==> src/rtl/iccm_ctrl_pkg.sv <==
// ============================================================================
// Module : iccm_ctrl_pkg
// Brief  : Shared types and defaults for the ICCM program loader.
// Rev    : 1.0
// ============================================================================
`default_nettype none

package iccm_ctrl_pkg;

    localparam int          c_ADDR_W   = 12;
    localparam int          c_DATA_W   = 32;
    localparam logic [31:0] c_END_WORD = 32'h0000_0FFF;

    typedef enum logic [0:0] {
        ST_LOAD = 1'b0,
        ST_DONE = 1'b1
    } state_e;

endpackage : iccm_ctrl_pkg

`default_nettype wire

==> src/rtl/iccm_byte_packer.sv <==
// ============================================================================
// Module : iccm_byte_packer
// Brief  : Packs a little-endian byte stream into 32-bit words.
// Rev    : 1.0
// ============================================================================
`default_nettype none

module iccm_byte_packer
    import iccm_ctrl_pkg::*;
(
    input  logic                clk,
    input  logic                rst,
    input  logic                i_clr,
    input  logic                i_en,
    input  logic [7:0]          i_byte,
    input  logic                i_valid,
    output logic [c_DATA_W-1:0] o_word,
    output logic                o_word_valid
);

    logic [1:0]  r_cnt;
    logic [23:0] r_low;
    logic        w_take;

    assign w_take       = i_en & i_valid;
    // Byte 3 is presented straight from the input so the word completes on its edge.
    assign o_word_valid = w_take && (r_cnt == 2'd3);
    assign o_word       = {i_byte, r_low};

    always_ff @(posedge clk) begin
        if (rst || i_clr) begin
            r_cnt <= 2'd0;
            r_low <= 24'd0;
        end else if (w_take) begin
            r_cnt <= r_cnt + 2'd1;
            case (r_cnt)
                2'd0:    r_low[7:0]   <= i_byte;
                2'd1:    r_low[15:8]  <= i_byte;
                2'd2:    r_low[23:16] <= i_byte;
                default: ;
            endcase
        end
    end

endmodule : iccm_byte_packer

`default_nettype wire

==> src/rtl/iccm_ctrl.sv <==
// ============================================================================
// Module : iccm_ctrl
// Brief  : Boot loader writing UART bytes into ICCM, releasing program reset.
// Rev    : 1.0
// ============================================================================
`default_nettype none

module iccm_ctrl
    import iccm_ctrl_pkg::*;
#(
    parameter int                   ADDR_W   = c_ADDR_W,
    parameter logic [c_DATA_W-1:0]  END_WORD = c_END_WORD
) (
    input  logic                clk_i,
    input  logic                rst_i,
    input  logic [7:0]          rx_byte_i,
    input  logic                rx_valid_i,
    input  logic                reprog_i,
    output logic [ADDR_W-1:0]   iccm_addr_o,
    output logic [c_DATA_W-1:0] iccm_wdata_o,
    output logic                iccm_we_o,
    output logic                prog_rst_no,
    output logic                done_o
);

    localparam logic [ADDR_W-1:0] c_ADDR_LAST = '1;

    state_e              r_state;
    state_e              w_state_nxt;
    logic [ADDR_W-1:0]   r_addr;
    logic [c_DATA_W-1:0] r_wdata;
    logic                r_we;
    logic                r_done;

    logic [c_DATA_W-1:0] w_word;
    logic                w_word_valid;
    logic                w_wr_word;
    logic                w_full;
    logic                w_reprog;

    iccm_byte_packer u_packer (
        .clk          (clk_i),
        .rst          (rst_i),
        .i_clr        (w_reprog),
        .i_en         (r_state == ST_LOAD),
        .i_byte       (rx_byte_i),
        .i_valid      (rx_valid_i),
        .o_word       (w_word),
        .o_word_valid (w_word_valid)
    );

    always_comb begin
        w_state_nxt = r_state;
        w_wr_word   = 1'b0;
        w_full      = 1'b0;
        w_reprog    = 1'b0;
        case (r_state)
            ST_LOAD: begin
                if (w_word_valid) begin
                    if (w_word == END_WORD) begin
                        w_state_nxt = ST_DONE;
                    end else begin
                        w_wr_word = 1'b1;
                    end
                end
                // Strobe to the last address closes loading instead of wrapping.
                if (r_we && (r_addr == c_ADDR_LAST)) begin
                    w_full      = 1'b1;
                    w_state_nxt = ST_DONE;
                end
            end
            ST_DONE: begin
                if (reprog_i) begin
                    w_reprog    = 1'b1;
                    w_state_nxt = ST_LOAD;
                end
            end
            default: w_state_nxt = ST_LOAD;
        endcase
    end

    always_ff @(posedge clk_i) begin
        if (rst_i) begin
            r_state <= ST_LOAD;
            r_addr  <= '0;
            r_wdata <= '0;
            r_we    <= 1'b0;
            r_done  <= 1'b0;
        end else begin
            r_state <= w_state_nxt;
            r_we    <= w_wr_word;
            r_done  <= (w_state_nxt == ST_DONE);
            if (w_wr_word) begin
                r_wdata <= w_word;
            end
            if (w_reprog) begin
                r_addr <= '0;
            end else if (r_we && !w_full && (r_state == ST_LOAD)) begin
                r_addr <= r_addr + ADDR_W'(1);
            end
        end
    end

    assign iccm_addr_o  = r_addr;
    assign iccm_wdata_o = r_wdata;
    assign iccm_we_o    = r_we;
    assign prog_rst_no  = r_done;
    assign done_o       = r_done;

endmodule : iccm_ctrl

`default_nettype wire

==> config.mk <==
export PLATFORM = sky130hd
export DESIGN_NAME = iccm_ctrl
export DESIGN_NICKNAME = d
export VERILOG_FILES = /design/src/rtl/iccm_ctrl_pkg.sv /design/src/rtl/iccm_byte_packer.sv /design/src/rtl/iccm_ctrl.sv
export SDC_FILE = /design/constraint.sdc
export NUM_CORES = 1
export LEC_CHECK = 0
export ABC_AREA = 1
export BUFFER_PORTS_ARGS = -buffer_cell sky130_fd_sc_hd__buf_4
export CAP_MARGIN = 5
export CORE_MARGIN = 3
export CORE_UTILIZATION = 45
export DETAILED_ROUTE_END_ITERATION = 16
export GPL_TIMING_DRIVEN = 0
export PLACE_DENSITY = 0.66
export SYNTH_ARGS = -nofsm -noshare
export SYNTH_HDL_FRONTEND = slang
export SYNTH_HIERARCHICAL = 1
export SYNTH_SLANG_ARGS = --single-unit
==> constraint.sdc <==
create_clock -name clk_i -period 3.8 [get_ports clk_i]
set_clock_uncertainty 0.1 [all_clocks]
set_input_delay 0.76 -clock clk_i [delete_from_list [all_inputs] [get_ports clk_i]]
set_output_delay 0.76 -clock clk_i [all_outputs]
set_load 0.1 [all_outputs]
==> out/summary.txt <==
Status -> finished, final reports clean
Initial Util -> 0.471
Unrepaired setup endpoints after global routing -> no
Total CTS buffers -> 9
Synth warn -> 6
Post-synthesis sequential area ratio -> 0.415
Post-route cell area -> 4200 um2
Crit-path max cell delay -> 0.45 ns
Die Wd -> 93.8 um
Layout cells sized above 1 -> 0.180
Routability cong. -> 0.845
Synth Area in Adders -> 0.0180
Core footprint -> 7370 um2
Xor and xnor area share after synthesis -> 0.00757
Synth Area in Compound Gates -> 0.0692
Sum of negative setup slack -> 0 ns
Slew HR -> 0.719
Worst Setup Slack, final -> 1.71 ns
Post-cts hold buffer count -> 0
CP max stage cell -> dfxtp_1
Post-synthesis simple-gate area fraction -> 0.342
Kind of end point of the critical path -> output pin
P_leak -> 2.05 nW
DRC viols -> 0
Pin count of the biggest net entering global routing -> 13
Fillcell total -> 768
Tmin final -> 2.09 ns
Setup Buffers After CTS -> 0
Pwr/cell area -> 375 nW/um2
I/O pin total -> 59
# setup viols final -> 0
Vias -> 3,298
Nets -> 619
Die height -> 93.8 um
First-pass iteration count of the detailed router -> 4
Area contributors post-synth -> dfxtp_1 42%, nand2_1 14%, nor2_1 12%
Synthesized instance count -> 533
Top cell type by total area after synthesis -> dfxtp_1
Clk Latency, worst-skew pair -> 0.35 ns
Post-detailed-route wirelength per cell -> 11.4 um
Vias/cell -> 4.67
CTS max path bufs -> 2
Dpl cells -> 690
Fin crit share -> 0.549
DRT iter0 DRCs -> 132
Mux share of post-synthesis cell area -> 0
CP required -> 2.94 ns
Non-Filler Instances -> 706
Slew Viols, Final -> 0
Critical path class -> reg2out
DP HPWL -> 6080 um
Max Cap Viol -> 0
R2R Setup Slk -> 1.78 ns
Global-route wire length before repair -> 13,400 um
Commonest cells post-synth -> 134 x nand2_1, 110 x nor2_1, 73 x inv_1
Antenna violations before repair -> 0
CTS resizes -> 0
Root buffer cell -> clkbuf_8
Total track usage -> 0.193
Die Area -> 8800 um2
Tightest Pin Transition -> 0.421 ns
Fmax -> 480 MHz
Place WS -> 1.42 ns
Layout area overhead -> 21.1%
Most common cell in the netlist -> nand2_1
Rows -> 31
Hold Violations, Final -> 0
Syn nets -> 550
Synth top area share -> 0.415
Grt total ovfl -> 0
Synth unique cells -> 21
#FFs+latches synth -> 72
Post-DP Area -> 4030 um2
Avg Cell Area, Syn -> 6.51 um2
CTS Sinks -> 72
Max IR drop VDD -> 0.196 mV
Combinational family with the most area after synthesis -> simple AND/OR/NAND/NOR gates
Post-DRT Antenna Nets -> 0
Vias in the first global route -> 3,039
FF+latch area -> 1440 um2
CTS tree -> built
Worst path arrival time -> 1.23 ns
CP Buf/Inv Count -> 2
ANT cells -> 0
CP Launch Type -> register
Worst-path clk slew -> 0.07 ns
Overall Power -> 1.57 mW
Top FF cell, synth -> dfxtp_1
Area of the multi-input gates -> 1520 um2
Ys async rst share -> 0
Worst path most repeated cell -> buf_4
Crit-path leading delay family -> flip-flops
Min-delay worst type -> reg2reg
Post-synth EDFFs -> 0
Wirelength, routed -> 8060 um
CP cell instances -> buf_4 > buf_4
Max Fanout on Critical Path -> 6
Synth Cell Area -> 3470 um2
Number of H-tree levels -> 3
IO buf count -> 58
## where the power goes
group          total, mW  internal, mW  switching, mW
Clock              0.534         0.250          0.284
Sequential         0.803         0.785         0.0185
Combinational      0.238        0.0715          0.166
Total               1.57          1.11          0.469
## logic make-up after synthesis
logic type                 count (synthesis)
adders and majority gates                  5
and+or+nand+nor                          297
buffers and inverters                    108
xor gates and xnor gates                   3
DFF                                       72
AOI/OAI and AO/OA                         48
## placed cells by master, fill, tap and decap left out, types with 2 or more instances in the layout
cell,count
nand3_1,47
nand2_1,134
o21ai_0,6
inv_1,73
dfxtp_1,72
ha_1,5
clkbuf_8,10
a21oi_1,42
buf_1,2
nor2_1,110
nor2_2,3
xor2_1,2
buf_2,11
buf_4,71
clkinvlp_4,2
buf_6,6
clkinv_2,4
## layer usage
metal / wire length [um] / track usage
met1: 3790 / 0.246
met2: 3740 / 0.317
met3: 443 / 0.0449
met4: 88 / 0.0710
met5: 0 / 0
## metrics by stage
stage / utilization / hold slack [ns]
floorplan: - / 0.389
global placement: 0.547 / 0.363
detailed placement: 0.547 / 0.369
CTS: 0.570 / 0.388
global route: 0.570 / 0.401
finish: 0.570 / 0.383
## final cells by class
class	count	area share
Clock inverter	6	0.00834
Inverter	75	0.0670
Buffer	33	0.0551
Timing Repair Buffer	58	0.104
Tap cell	99	0.0295
Sequential cell	72	0.343
Multi-Input combinational cell	353	0.361
Clock buffer	10	0.0327
## registers in the layout, summed over array words and instances, names as in the netlist
name            flops
iccm_we_o           1
u_packer/r_cnt      2
iccm_wdata_o       32
done_o              1
iccm_addr_o        12
u_packer/r_low     24
## worst register-to-register path, delay by kind of cell (launching register included)
family | cells | cell delay (ns)
buffers and inverters | 4 | 0.85
flip-flops | 1 | 0.38
AND/OR/NAND/NOR | 4 | 0.52
AO/OA/AOI/OAI | 1 | 0.13
## worst paths after layout
check	from	endpoint	depth (start not counted)
setup / recovery	done_o$_SDFF_PP0_	prog_rst_no	2
hold / removal	iccm_wdata_o[23]$_SDFFE_PP0P_	iccm_wdata_o[23]$_SDFFE_PP0P_	2
setup reg to reg	done_o$_SDFF_PP0_	iccm_wdata_o[31]$_SDFFE_PP0P_	9
hold reg to reg	iccm_wdata_o[23]$_SDFFE_PP0P_	iccm_wdata_o[23]$_SDFFE_PP0P_	2
(Power assumes the default switching activity.)
